===== src/rtl/prod_accum_if.sv =====
// prod_accum_if - product-stream input, block-result output and flush control
// for the prod_accum block sum stage.
//   master : upstream/consumer side (drives product stream, flush, out_ready)
//   slave  : prod_accum itself
interface prod_accum_if #(
   parameter int ACC_W = 12,
   parameter int CNT_W = 2
);
   logic             clr;
   logic             in_valid;
   logic             in_ready;
   logic [7:0]       product;
   logic             out_valid;
   logic             out_ready;
   logic [ACC_W-1:0] acc_out;
   logic             ovf;
   logic [CNT_W-1:0] cnt;

   modport master (
      output clr, in_valid, product, out_ready,
      input  in_ready, out_valid, acc_out, ovf, cnt
   );

   modport slave (
      input  clr, in_valid, product, out_ready,
      output in_ready, out_valid, acc_out, ovf, cnt
   );
endinterface


===== src/rtl/prod_accum.sv =====
// prod_accum - sums LEN consecutive signed 8-bit products into one ACC_W-bit
// block result, presented on a valid/ready port with backpressure.
//
// Build option:
//   PROD_ACCUM_SAT_EN  defined   -> saturating accumulation with a per-block
//                                   sticky overflow flag reported on ovf.
//                      undefined -> two's-complement wrap, ovf tied low.
//
// Two states: ACCUM (taking products) and HOLD (result pending). Leaving HOLD
// costs one bubble cycle because in_ready is derived from the registered state.
module prod_accum #(
   parameter int ACC_W = 12,
   parameter int LEN   = 4,
   parameter int CNT_W = 2
) (
   input  logic         clk,
   input  logic         rst,
   prod_accum_if.slave  bus
);

   typedef enum logic [0:0] {
      ST_ACCUM = 1'b0,
      ST_HOLD  = 1'b1
   } state_t;

   state_t           state_r;
   logic [ACC_W-1:0] acc_r;
   logic [ACC_W-1:0] acc_out_r;
   logic [CNT_W-1:0] cnt_r;
   logic             out_valid_r;

   logic [ACC_W-1:0] ext_s;
   logic [ACC_W-1:0] sum_s;
   logic             in_hs_s;
   logic             out_hs_s;
   logic             last_s;

   // Sign-extend a product to the accumulator width.
   function automatic logic [ACC_W-1:0] sext(input logic [7:0] p);
      return {{(ACC_W-8){p[7]}}, p};
   endfunction

`ifdef PROD_ACCUM_SAT_EN
   logic sum_ovf_s;
   logic ovf_r;
   logic sticky_r;

   // Signed overflow: operands agree in sign and the raw sum disagrees.
   function automatic logic add_ovf(input logic [ACC_W-1:0] a,
                                    input logic [ACC_W-1:0] b);
      logic [ACC_W-1:0] s;
      s = a + b;
      return (a[ACC_W-1] == b[ACC_W-1]) && (s[ACC_W-1] != a[ACC_W-1]);
   endfunction

   // Add with clamp to the most positive/negative value on overflow.
   function automatic logic [ACC_W-1:0] sat_add(input logic [ACC_W-1:0] a,
                                                input logic [ACC_W-1:0] b);
      logic [ACC_W-1:0] s;
      s = a + b;
      if (add_ovf(a, b)) begin
         if (a[ACC_W-1]) begin
            s = {1'b1, {(ACC_W-1){1'b0}}};
         end else begin
            s = {1'b0, {(ACC_W-1){1'b1}}};
         end
      end else begin
         s = a + b;
      end
      return s;
   endfunction
`endif

   // Handshake qualification and next running sum.
   always_comb begin
      ext_s    = sext(bus.product);
      in_hs_s  = (state_r == ST_ACCUM) && bus.in_valid;
      out_hs_s = out_valid_r && bus.out_ready;
      last_s   = (cnt_r == CNT_W'(LEN-1));
`ifdef PROD_ACCUM_SAT_EN
      sum_s     = sat_add(acc_r, ext_s);
      sum_ovf_s = add_ovf(acc_r, ext_s);
`else
      sum_s     = acc_r + ext_s;
`endif
   end

   // Block FSM: accumulate LEN products, then hold the result until taken.
   always_ff @(posedge clk) begin
      if (rst) begin
         state_r     <= ST_ACCUM;
         acc_r       <= {ACC_W{1'b0}};
         cnt_r       <= {CNT_W{1'b0}};
         acc_out_r   <= {ACC_W{1'b0}};
         out_valid_r <= 1'b0;
      end else if (bus.clr) begin
         // Flush drops the partial block and any pending result; acc_out
         // keeps its last value so a late reader sees a stable bus.
         state_r     <= ST_ACCUM;
         acc_r       <= {ACC_W{1'b0}};
         cnt_r       <= {CNT_W{1'b0}};
         out_valid_r <= 1'b0;
      end else begin
         case (state_r)
            ST_ACCUM: begin
               if (in_hs_s) begin
                  if (last_s) begin
                     acc_out_r   <= sum_s;
                     acc_r       <= {ACC_W{1'b0}};
                     cnt_r       <= {CNT_W{1'b0}};
                     out_valid_r <= 1'b1;
                     state_r     <= ST_HOLD;
                  end else begin
                     acc_r <= sum_s;
                     cnt_r <= cnt_r + CNT_W'(1);
                  end
               end else begin
                  acc_r <= acc_r;
               end
            end
            ST_HOLD: begin
               if (out_hs_s) begin
                  out_valid_r <= 1'b0;
                  state_r     <= ST_ACCUM;
               end else begin
                  out_valid_r <= 1'b1;
               end
            end
            default: begin
               state_r     <= ST_ACCUM;
               acc_r       <= {ACC_W{1'b0}};
               cnt_r       <= {CNT_W{1'b0}};
               out_valid_r <= 1'b0;
            end
         endcase
      end
   end

`ifdef PROD_ACCUM_SAT_EN
   // Per-block sticky overflow; copied to ovf alongside the block result.
   always_ff @(posedge clk) begin
      if (rst) begin
         ovf_r    <= 1'b0;
         sticky_r <= 1'b0;
      end else if (bus.clr) begin
         sticky_r <= 1'b0;
         if (state_r == ST_HOLD) begin
            ovf_r <= 1'b0;
         end else begin
            ovf_r <= ovf_r;
         end
      end else if (in_hs_s) begin
         if (last_s) begin
            ovf_r    <= sticky_r | sum_ovf_s;
            sticky_r <= 1'b0;
         end else begin
            sticky_r <= sticky_r | sum_ovf_s;
         end
      end else begin
         sticky_r <= sticky_r;
      end
   end

   assign bus.ovf = ovf_r;
`else
   assign bus.ovf = 1'b0;
`endif

   // in_ready follows the registered state, masked while reset is applied.
   assign bus.in_ready  = (state_r == ST_ACCUM) && !rst;
   assign bus.out_valid = out_valid_r;
   assign bus.acc_out   = acc_out_r;
   assign bus.cnt       = cnt_r;

endmodule


===== src/flat_wrapper.sv =====
// flat-port wrapper written by rule: the top's interface ports become plain ports
module prod_accum_flat 
#(
   parameter int ACC_W = 12,
   parameter int LEN   = 4,
   parameter int CNT_W = 2
)
  (clk, rst, bus_clr, bus_in_valid, bus_product, bus_out_ready, bus_in_ready, bus_out_valid, bus_acc_out, bus_ovf, bus_cnt);
  prod_accum_if #(.ACC_W(ACC_W), .CNT_W(CNT_W)) bus_i ();
  input  logic clk;
  input  logic rst;
  input wire logic [$bits(bus_i.clr)-1:0] bus_clr;
  input wire logic [$bits(bus_i.in_valid)-1:0] bus_in_valid;
  input wire logic [$bits(bus_i.product)-1:0] bus_product;
  input wire logic [$bits(bus_i.out_ready)-1:0] bus_out_ready;
  output wire logic [$bits(bus_i.in_ready)-1:0] bus_in_ready;
  output wire logic [$bits(bus_i.out_valid)-1:0] bus_out_valid;
  output wire logic [$bits(bus_i.acc_out)-1:0] bus_acc_out;
  output wire logic [$bits(bus_i.ovf)-1:0] bus_ovf;
  output wire logic [$bits(bus_i.cnt)-1:0] bus_cnt;
  assign bus_i.clr = bus_clr;
  assign bus_i.in_valid = bus_in_valid;
  assign bus_i.product = bus_product;
  assign bus_i.out_ready = bus_out_ready;
  assign bus_in_ready = bus_i.in_ready;
  assign bus_out_valid = bus_i.out_valid;
  assign bus_acc_out = bus_i.acc_out;
  assign bus_ovf = bus_i.ovf;
  assign bus_cnt = bus_i.cnt;
  prod_accum #(.ACC_W(ACC_W), .LEN(LEN), .CNT_W(CNT_W)) u_core (.clk(clk), .rst(rst), .bus(bus_i));
endmodule

===== config.mk =====
export PLATFORM = sky130hd
export DESIGN_NAME = prod_accum_flat
export DESIGN_NICKNAME = d
export VERILOG_FILES = /design/src/rtl/prod_accum_if.sv /design/src/rtl/prod_accum.sv /design/src/flat_wrapper.sv
export SDC_FILE = /design/constraint.sdc
export NUM_CORES = 1
export LEC_CHECK = 0
export BUFFER_PORTS_ARGS = -buffer_cell sky130_fd_sc_hd__buf_2
export CORE_MARGIN = 5
export CORE_UTILIZATION = 58
export DETAILED_ROUTE_END_ITERATION = 8
export PLACE_DENSITY = 0.86
export SYNTH_ARGS = -nofsm -noshare
export SYNTH_HDL_FRONTEND = slang
export SYNTH_SLANG_ARGS = --single-unit

===== constraint.sdc =====
create_clock -name clk -period 5.86 [get_ports clk]
set_clock_uncertainty 0.15 [all_clocks]
set_input_delay 0.879 -clock clk [delete_from_list [all_inputs] [get_ports clk]]
set_output_delay 0.879 -clock clk [all_outputs]
set_load 0.005 [all_outputs]

# [Yosys cells after proc, flatten, opt, wreduce, memory -nomap -nowiden]
# Cells that the tools add are included.
[op_classes] addsub=2 mul=0 div=0 order_cmp=0 eq_ne=3 n_shift=0 muxes=9 bitwise=2 reduce_logical=8
[ops] cell="$add A12 B12 Y12" count=1
[ops] cell="$mux W12" count=1
[ops] cell="$mux W1" count=5
[ops] cell="$ne A2 B1 Y1 const B" count=2
[ops] cell="$pmux W1 S2" count=2
[ops] cell="$reduce_and A2 Y1" count=2
[ops] cell="$reduce_and A4 Y1" count=1
[ops] cell="$logic_and A1 B1 Y1" count=3
[ops] cell="$add A2 B1 Y2 const B" count=1
[ops] cell="$eq A2 B2 Y1 const B" count=1
[ops] cell="$mux W2" count=1
[ops] cell="$not A1 Y1" count=2
[ops] cell="$reduce_or A2 Y1" count=1
[ops] cell="$logic_not A1 Y1" count=1
[word_totals] reg_bits=28 latchBits=0 ramBits=0 romBits=0 in_bits=13 out_inout_bits=17 wordCells=29 memories=0

# [Logic depth before layout (Yosys ltp)]
# Gate-level depths: netlist of the first run.
[logic_depth] word_depth=4 mapped_depth=9 ltp_nobuf=9

# [Worst setup path before layout of the first run]
# No wires, ideal clock.
[synth_timing] path_kind="input to register" start="input port bus_product[0]" end="register u_core.acc_r[10]" setup_ns=0.117 t_arrival_ns=2.263 t_required_ns=5.593 slack_ns=3.331 stages=9 cell_sequence="ha_1 > inv_1 > fa_1 > nor2b_1 > o2111ai_1 > nand2_1 > a21oi_2 > xnor2_1 > a22o_1"
[synth_via] elab_chain_cells=2
[synth_rtl] element="start: declaration" line_no="flat_wrapper.sv:14" source="input wire logic [$bits(bus_i.product)-1:0] bus_product;"
[synth_rtl] element="$add A12 B12 Y12" line_no="prod_accum.sv:84" source="sum_s = acc_r + ext_s;"
[synth_rtl] element="$mux W12" line_no="prod_accum.sv:107" source="if (last_s) begin"
[synth_rtl] element="end signal: assignment" line_no="prod_accum.sv:92" source="acc_r <= {ACC_W{1'b0}};"
[synth_rtl] element="end signal: assignment" line_no="prod_accum.sv:109" source="acc_r <= {ACC_W{1'b0}};"
[synth_rtl] element="end signal: assignment" line_no="prod_accum.sv:114" source="acc_r <= sum_s;"
[synth_rtl] element="end: declaration" line_no="prod_accum.sv:27" source="logic [ACC_W-1:0] acc_r;"
# No other way between the ends.
# A chain may end at the register's enable or synchronous reset.

# [Worst setup path in the final report of the first run]
[layout_timing] start="input port bus_product[0]" end="register u_core.acc_out_r[10] (netlist: u_core.bus.acc_out[10])"
[layout_via] elab_chain_cells=1
[layout_rtl] element="$add A12 B12 Y12" line_no="prod_accum.sv:84"
[layout_rtl] element="end signal: assignment" line_no="prod_accum.sv:94" source="acc_out_r <= {ACC_W{1'b0}};"
[layout_rtl] element="end signal: assignment" line_no="prod_accum.sv:108" source="acc_out_r <= sum_s;"
[layout_rtl] element="end: declaration" line_no="prod_accum.sv:28" source="logic [ACC_W-1:0] acc_out_r;"
# No other way between the ends.

==> flow_summary.ini, run 1 <==
[sta]
timing_max_transition_violations_final = 0
finalSetupTns_ns = 0
timing_hold_violations_final = 0
period_minus_slack_ns = 2.60
fmaxAchievable_ghz = 0.385
report.final.setup_viol = 0
finalHoldWorstSlack_ns = 0.319
worst_slew_pin_slew_ns = 1.10
post-route-period-util_pct = 44.3
rsz_0062_raised_after_global_routing = no
timing.slew.headroom_pct = 26.5
setup_slack_ns = 3.26

[worst_setup_path]
timing.reg2reg.worst_path_depth = 5
reg2reg_launch_point = u_core.bus.cnt[0]
r2r_endpoint = u_core.bus.acc_out[10]
r2r_slack_ns = 3.47
worst_setup_path_end_kind = flop
crit_arrival_ns = 2.67
critPathLaunchType = primary input
critical_path_end = u_core.bus.acc_out[10]
timing.critical_path.fanout_max = 3
critPathLaunch = bus_product[0]
required_ns = 5.94
setup.worst_path.class = primary input to flop

[place]
gp_congestion = 0.807
placement.io_buffers = 28
post-dp-hpwl_um = 2650
post-place-cells = 230
placement.setup.worst_slack_ns = 2.97
detailed_place.area_um2 = 1710

[clocking]
clk_latency_ns = 0.32
cts_max_path_buffers = 2
ctsRootBufferMaster = clkbuf_4
cts_max_level = 1
cts_hold_buffers = 0
clk_pin_slew_ns = 0.15
post_cts_buffers = 0
post_cts_resize_count = 0
cts.sinks = 28
tritoncts = built
numCtsBuffers = 3

[yosys]
sequential_fraction_of_the_synthesis_area_pct = 35.7
synthCells = 178
synthesis.area_per_instance_um2 = 8.82
synth_top_area_share_pct = 35.7
ys_seq_elements = 28
netlist-cell-type-count = 46
post_syn_nets = 204
netlist_top_cells_area = dfxtp_1 (36%), ha_1 (9.6%), nand2_1 (6.5%)
synth_flop_cell = dfxtp_1
synth_top_area_cell = dfxtp_1
synth.cell_area_um2 = 1570
yosys_warnings = 0
async_flop_share_pct = 0
number_of_flops_mapped_to_enable_cells_by_yosys = 0

[power_and_ir_drop]
internal_power_uw = 260
p_switching_uw = 93.3
share_clk_of_total_power_pct = 26.2
post-layout-total-power_uw = 353
max-vdd-ir-drop_v = 0.000162
leakagePower_nw = 0.797
sequentialPowerShare_pct = 55.9
switching_share_of_power_pct = 26.4
combinationalPowerShare_pct = 17.8
power-per-cell-area_nw_per_um2 = 202

[detailed_routing]
antenna_violating_nets_post_route = 0
dr_total_vias = 1360
drt-initial-drc-count = 56
detailedRoute.firstPassIterationCount = 4
routedWlPerCell_um = 15.0
totalWireLength_um = 3510
route.detailed.drc = 0
vias_per_cell = 5.81

[grt]
globalRouteTotalUtil_pct = 20.1
grt_antenna_before_repair = 0
grt_overflow = 0
grt_max_degree = 16
first_pass_grt_wire_length_um = 5820
first_global_vias = 1344

[run]
cap_viol_max_count = 0

[final_layout]
antennaDiodeCount = 0
final_cells = 234
fin_util_pct = 69.3
post_layout_instance_area_um2 = 1750
nets = 231
mostFrequentLayoutCells = buf_2 (28), dfxtp_1 (28), nand2_1 (27)
final_layout_size_suffix_gt1_share_pct = 20.6
area_growth_syn_to_layout_pct = 11.4
fillerInstances = 206

[die]
die_x_um = 62.0
start_util_pct = 62.3
top_level_ports = 30
die_h_um = 62.0
core_area_um2 = 2520
die_area_um2 = 3850
row_count = 18

[outcome]
outcome = completed

[min_path]
hold_class = flop to flop
## critical path: stages
cell	delay (ns)
buf_2	0.10
ha_1	0.22
inv_1	0.08
fa_1	0.21
nor2b_1	0.08
o2111ai_1	0.29
nand2_1	0.17
a21oi_2	0.25
nor2_1	0.09
a2111oi_2	0.31
## area by class of cell
type	instances	area [um2]	area share, %
Multi-Input combinational cell	139	956	54.6
Sequential cell	28	561	32.0
Timing Repair Buffer	28	140	8.01
Tap cell	30	37.5	2.15
Clock buffer	4	36.3	2.07
Inverter	5	18.8	1.07
## power by group through the flow
stage	logic (mW)	registers, mW	clock network, mW
detailed placement	0.0621	0.202	0
global route	0.0695	0.198	0.105
finish	0.0630	0.197	0.0926
global placement	0.0596	0.201	0
floorplan	0.0480	0.201	0
CTS	0.0627	0.197	0.0952
## cells by family (layout without fill, tap and decap cells)
logic type | Yosys count | in the layout | share of synthesized area, %
adder cells (fa/ha/maj) | 13 | 13 | 10.8
XOR/XNOR | 10 | 10 | 6.45
flip-flops | 28 | 28 | 35.7
AO/OA/AOI/OAI | 52 | 52 | 24.1
AND/OR/NAND/NOR | 62 | 62 | 18.2
other | 1 | 1 | 0.239
multiplexers | 1 | 1 | 0.956
buffers and inverters | 11 | 37 | 3.43
## per-layer routing
metal | vias to the layer above | share of wire, % | GRT usage, %
met3 | 2 | 3.9 | 3.10
met1 | 650 | 44 | 24.1
met5 | - | 0 | 0
li1 | 681 | - | -
met2 | 27 | 52 | 36.5
met4 | 0 | 0.54 | 6.06
## flip-flops by register name (all words and copies together) (netlist names)
register,count
u_core.acc_r,12
u_core.bus.acc_out,12
u_core.bus.cnt,2
u_core.bus.out_valid,1
u_core.state_r,1
## worst min path at each step
stage                             to  cells past startpoint  slack (ns)                  start
6_report       u_core.bus.acc_out[5]                      2        0.32  u_core.bus.acc_out[5]
5_1_grt        u_core.bus.acc_out[5]                      2        0.33  u_core.bus.acc_out[5]
4_1_cts        u_core.bus.acc_out[0]                      2        0.32  u_core.bus.acc_out[0]
3_5_place_dp   u_core.bus.acc_out[0]                      2        0.30  u_core.bus.acc_out[0]
3_3_place_gp   u_core.bus.acc_out[4]                      2        0.29  u_core.bus.acc_out[4]
2_1_floorplan        u_core.acc_r[8]                      1        0.30        u_core.acc_r[8]
## cell usage after synthesis, types with 2 or more instances
cell type,number
o21ai_0,2
a31oi_1,2
clkbuf_1,2
xnor2_1,6
o21a_1,3
a22o_1,6
nor2b_1,2
o211ai_1,2
a211oi_1,3
nand2_1,27
dfxtp_1,28
inv_1,5
a22oi_1,2
nor3_1,2
a21oi_1,19
a21o_1,4
xor2_1,3
nand3_1,4
ha_1,12
nor2_1,17
or3_1,2
Note: power is estimated with default switching activity, not from simulation.
==> run 2: changes to the inputs <==
--- a/config.mk
+++ b/config.mk
@@ -7,9 +7,9 @@
 export LEC_CHECK = 0
 export BUFFER_PORTS_ARGS = -buffer_cell sky130_fd_sc_hd__buf_2
 export CORE_MARGIN = 5
-export CORE_UTILIZATION = 58
+export CORE_UTILIZATION = 49
 export DETAILED_ROUTE_END_ITERATION = 8
-export PLACE_DENSITY = 0.86
+export PLACE_DENSITY = 0.78
 export SYNTH_ARGS = -nofsm -noshare
 export SYNTH_HDL_FRONTEND = slang
 export SYNTH_SLANG_ARGS = --single-unit
==> constraint.sdc (replaced) <==
create_clock -name clk -period 2.2 [get_ports clk]
set_clock_uncertainty 0.15 [all_clocks]
set_input_delay 0.33 -clock clk [delete_from_list [all_inputs] [get_ports clk]]
set_output_delay 0.33 -clock clk [all_outputs]
set_load 0.005 [all_outputs]
==> run 2 against run 1 <==
Register-to-register slack got worse by 3.4 ns. Critical path depth fell by 1. Critical endpoint unchanged. Largest power group unchanged. Non-clock buffer count rose by 12.
==> flow_summary.ini, run 2 (synthesized netlist as in run 1, its figures left out) <==
[clocking]
tritoncts = built
clk_pin_slew_ns = 0.14
cts_max_path_buffers = 2
clk_latency_ns = 0.32
cts.sinks = 28
numCtsBuffers = 3
cts_max_level = 1
ctsRootBufferMaster = clkbuf_4
cts_hold_buffers = 0

[worst_setup_path]
crit_arrival_ns = 2.20
cp_slowest_cell = dfxtp_2
required_ns = 2.28
setup.worst_path.class = flop to flop
timing.critical_path.fanout_max = 3
path_cells = ha_1, inv_1, fa_1, nor2b_1, o2111ai_1, nand2_1, a21oi_2, nor2_1, a2111oi_2
slowest_delay_ns = 0.34
worst_setup_path_end_kind = flop
critPathLaunchType = flop

[place]
gp_congestion = 0.797
placement.io_buffers = 28
post-place-cells = 256
post-dp-hpwl_um = 2660

[die]
core_area_um2 = 3050
die_h_um = 66.6
top_level_ports = 30
die_x_um = 66.6
start_util_pct = 51.4
row_count = 20
die_area_um2 = 4440

[final_layout]
area_growth_syn_to_layout_pct = 17.5
antennaDiodeCount = 0
final_cells = 259
nets = 243
final_layout_size_suffix_gt1_share_pct = 25.1
mostFrequentLayoutCells = buf_2 (28), nand2_1 (27), dfxtp_1 (27)
mostFrequentLayoutCell = buf_2
fin_util_pct = 60.4

[power_and_ir_drop]
switching_share_of_power_pct = 27.0
combinationalPowerShare_pct = 20.1
share_clk_of_total_power_pct = 22.4
power-per-cell-area_nw_per_um2 = 496
max-vdd-ir-drop_v = 0.000297
sequentialPowerShare_pct = 57.5
leakagePower_nw = 0.849
p_switching_uw = 247
internal_power_uw = 668

[sta]
fmaxAchievable_ghz = 0.471
finalSetupTns_ns = 0
post-route-period-util_pct = 96.5
report.final.setup_viol = 0
timing_max_transition_violations_final = 0
period_minus_slack_ns = 2.12
finalHoldWorstSlack_ns = 0.137
timing_hold_violations_final = 0
rsz_0062_raised_after_global_routing = yes

[detailed_routing]
antenna_violating_nets_post_route = 0
totalWireLength_um = 3400
drt-initial-drc-count = 49
detailedRoute.firstPassIterationCount = 4
vias_per_cell = 5.34
routedWlPerCell_um = 13.1
dr_total_vias = 1384
route.detailed.drc = 0

[grt]
grt_overflow = 0
globalRouteTotalUtil_pct = 17.0
grt_max_degree = 15
first_global_vias = 1359
grt_antenna_before_repair = 0
first_pass_grt_wire_length_um = 5860

[run]
cap_viol_max_count = 0

[outcome]
outcome = completed

[min_path]
hold_class = primary input to flop
[run 2: changes by cell type in the layout (fill, tap and decap cells not counted)]
cell / previous run / this run
clkbuf_8: 1 / 0
buf_4: 0 / 12
dfxtp_2: 0 / 1
dfxtp_1: 28 / 27
[run 2: cell type report]
cell class | instances | area [um2]
multi-input cells | 139 | 956
repair buffers | 40 | 230
flip-flops and latches | 28 | 562
fillers | 307 | 1210
clock buffers | 3 | 22.5
inverters | 5 | 18.8
well taps | 44 | 55.1
[run 2: metrics by stage]
stage	setup slack, ns	power, mW	instance area [um2]
floorplan	0.220	0.663	1570
global placement	0.0380	0.715	1820
detailed placement	0.000798	0.719	1820
CTS	0.107	0.926	1840
global route	-0.0347	0.975	1840
finish	0.0778	0.915	1840
[run 2: final timing paths]
check | from | endpoint | slack [ns] | cells past startpoint
max | u_core.acc_r[0] | u_core.bus.acc_out[10] | 0.08 | 9
min | bus_out_ready | u_core.state_r | 0.14 | 4
max reg2reg | u_core.acc_r[0] | u_core.bus.acc_out[10] | 0.08 | 9
min reg2reg | u_core.bus.acc_out[4] | u_core.bus.acc_out[4] | 0.31 | 2
[run 2: per-layer routing]
layer / track usage [%] / wire (um) / share of wire (%) / vias to the layer above
met4: 4.57 / 29 / 0.85 / 0
li1: - / - / - / 706
met5: 0 / 0 / 0 / -
met1: 20.7 / 1530 / 45 / 644
met3: 2.70 / 141 / 4.2 / 4
met2: 30.7 / 1690 / 50 / 30
[run 2: power groups by stage]
stage          Sequential (mW)  Combinational [mW]  Clock, mW
6_report                 0.526               0.184      0.205
5_1_grt                  0.528               0.204      0.243
4_1_cts                  0.526               0.184      0.216
3_5_place_dp             0.537               0.183          0
3_3_place_gp             0.536               0.179          0
2_1_floorplan            0.535               0.128          0
[run 2: worst max-delay path: cells and delay by family, from the launching register on]
kind | cells | cell delay [ns]
adders and majority gates | 2 | 0.38
buffers and inverters | 1 | 0.07
and+or+nand+nor | 3 | 0.30
DFF | 1 | 0.34
AOI/OAI and AO/OA | 3 | 0.79
[run 2: what timing repair did]
| item | 4_1_cts | 5_1_grt |
|---|---|---|
| endpoints found under the setup margin | 0 | 3 |
| resized for setup | 0 | 1 |
| buffers inserted | 0 | 0 |
==> run 3: changes to the inputs <==
--- a/config.mk
+++ b/config.mk
@@ -7,9 +7,10 @@
 export LEC_CHECK = 0
 export BUFFER_PORTS_ARGS = -buffer_cell sky130_fd_sc_hd__buf_2
 export CORE_MARGIN = 5
-export CORE_UTILIZATION = 49
+export CORE_UTILIZATION = 51
+export CTS_BUF_LIST = sky130_fd_sc_hd__clkbuf_4 sky130_fd_sc_hd__clkbuf_8
 export DETAILED_ROUTE_END_ITERATION = 8
-export PLACE_DENSITY = 0.78
+export PLACE_DENSITY = 0.8
 export SYNTH_ARGS = -nofsm -noshare
 export SYNTH_HDL_FRONTEND = slang
 export SYNTH_SLANG_ARGS = --single-unit
==> constraint.sdc (replaced) <==
create_clock -name clk -period 1.7 [get_ports clk]
set_clock_uncertainty 0.15 [all_clocks]
set_input_delay 0.255 -clock clk [delete_from_list [all_inputs] [get_ports clk]]
set_output_delay 0.255 -clock clk [all_outputs]
set_load 0.005 [all_outputs]
==> run 3 against run 2 <==
The flow now finishes with violations (negative setup slack). Highest routed layer unchanged. Sequential share of layout area down 4.7 points. Count of clock-buffer cells in the layout stayed put. Clock power rose by 38%.
==> flow_summary.ini, run 3 (synthesized netlist as in run 1, its figures left out) <==
[sta]
period_minus_slack_ns = 2.03
report.final.setup_viol = 18
fmaxAchievable_ghz = 0.492
finalHoldWorstSlack_ns = 0.0506
post-route-period-util_pct = 120
finalSetupTns_ns = -3.22
timing_max_transition_violations_final = 0
rsz_0062_raised_after_global_routing = yes
timing_hold_violations_final = 0
setup_slack_ns = -0.332

[final_layout]
post_layout_instance_area_um2 = 2210
antennaDiodeCount = 0
fin_util_pct = 73.5
area_growth_syn_to_layout_pct = 40.6
fillerInstances = 211
mostFrequentLayoutCells = buf_2 (28), buf_4 (27), nand2_1 (26)
final_layout_size_suffix_gt1_share_pct = 44.2
nets = 259
mostFrequentLayoutCell = buf_2

[detailed_routing]
vias_per_cell = 5.73
drt-initial-drc-count = 90
routedWlPerCell_um = 16.7
detailedRoute.firstPassIterationCount = 5
antenna_violating_nets_post_route = 0
route.detailed.drc = 0
totalWireLength_um = 4410
dr_total_vias = 1512

[clocking]
cts.sinks = 28
cts_max_path_buffers = 2
numCtsBuffers = 3
clk_latency_ns = 0.33
tritoncts = built
ctsRootBufferMaster = clkbuf_4
cts_hold_buffers = 0
cts_max_level = 1
clk_pin_slew_ns = 0.14

[min_path]
hold_path_depth = 4
hold_class = primary input to flop

[die]
die_h_um = 65.5
row_count = 20
core_area_um2 = 3000
start_util_pct = 52.3
die_area_um2 = 4290
die_x_um = 65.5
top_level_ports = 30

[run]
cap_viol_max_count = 0

[outcome]
outcome = finished, violations left
failed_checks = negative setup slack

[worst_setup_path]
setup.worst_path.class = flop to flop
timing.critical_path.fanout_max = 2
critPathLaunchType = flop
timing.reg2reg.worst_path_depth = 8
required_ns = 1.79
worst_setup_path_end_kind = flop
crit_arrival_ns = 2.12

[power_and_ir_drop]
max-vdd-ir-drop_v = 0.000492
internal_power_uw = 931
p_switching_uw = 387
leakagePower_nw = 0.954
combinationalPowerShare_pct = 26.6
post-layout-total-power_mw = 1.32
power-per-cell-area_nw_per_um2 = 596
sequentialPowerShare_pct = 52.0
share_clk_of_total_power_pct = 21.4
switching_share_of_power_pct = 29.3

[grt]
globalRouteTotalUtil_pct = 19.9
first_pass_grt_wire_length_um = 6720
grt_antenna_before_repair = 0
grt_max_degree = 16
grt_overflow = 0
first_global_vias = 1449

[place]
placement.io_buffers = 28
gp_congestion = 0.840
post-dp-hpwl_um = 2930
detailed_place.area_um2 = 1990
-- run 3: cell count changes in the layout (fill, tap and decap cells not counted), sizes merged --
cell / change
buf: +16
-- run 3: through the flow --
stage,instances,worst slack [ns]
detailed placement,258,-0.330
CTS,263,-0.260
floorplan,178,-0.211
global placement,258,-0.308
finish,264,-0.332
global route,264,-0.397
-- run 3: cell type report --
cell class | instances | area (um2) | share of cell area [%]
tap | 33 | 41.3 | 1.87
clock buffer | 3 | 22.5 | 1.02
multi-input combinational | 139 | 1200 | 54.5
sequential | 28 | 568 | 25.7
inverter | 5 | 18.8 | 0.850
timing repair buffer | 56 | 354 | 16.0
-- run 3: what timing repair did --
item                       4_1_cts  5_1_grt
cloned                           0        0
setup endpoints to repair       16       17
gates resized for setup         18       14
pin swaps                       14       19
buffers inserted                 2        1
-- run 3: final timing paths --
path,start,end,slack (ns)
setup / recovery,u_core.acc_r[0],u_core.acc_r[8],-0.33
setup reg to reg,u_core.acc_r[0],u_core.acc_r[8],-0.33
hold / removal,bus_out_ready,u_core.state_r,0.05
hold reg to reg,u_core.bus.acc_out[6],u_core.bus.acc_out[6],0.32
-- run 3: routing by layer --
| metal | global-route usage (%) | part of all wire, % | up-vias |
|---|---|---|---|
| met5 | 0 | 0 | - |
| met4 | 6.48 | 2.1 | 0 |
| met3 | 2.74 | 3.2 | 11 |
| met2 | 35.7 | 53 | 40 |
| met1 | 24.2 | 42 | 724 |
| li1 | - | - | 737 |
-- run 3: power by group through the flow --
stage / Sequential [mW] / Combinational, mW / Clock, mW
final: 0.686 / 0.350 / 0.282
after global routing: 0.687 / 0.376 / 0.314
after CTS: 0.685 / 0.312 / 0.277
after detailed placement: 0.698 / 0.280 / 0
after global placement: 0.697 / 0.270 / 0
after floorplan: 0.696 / 0.178 / 0
-- run 3: critical path, stage by stage, from the launching register on --
cell	delay, ns
dfxtp_2	0.36
ha_4	0.15
inv_2	0.06
fa_2	0.23
nor2b_4	0.06
o2111ai_4	0.24
a21oi_2	0.11
or3_4	0.34
a32o_1	0.26
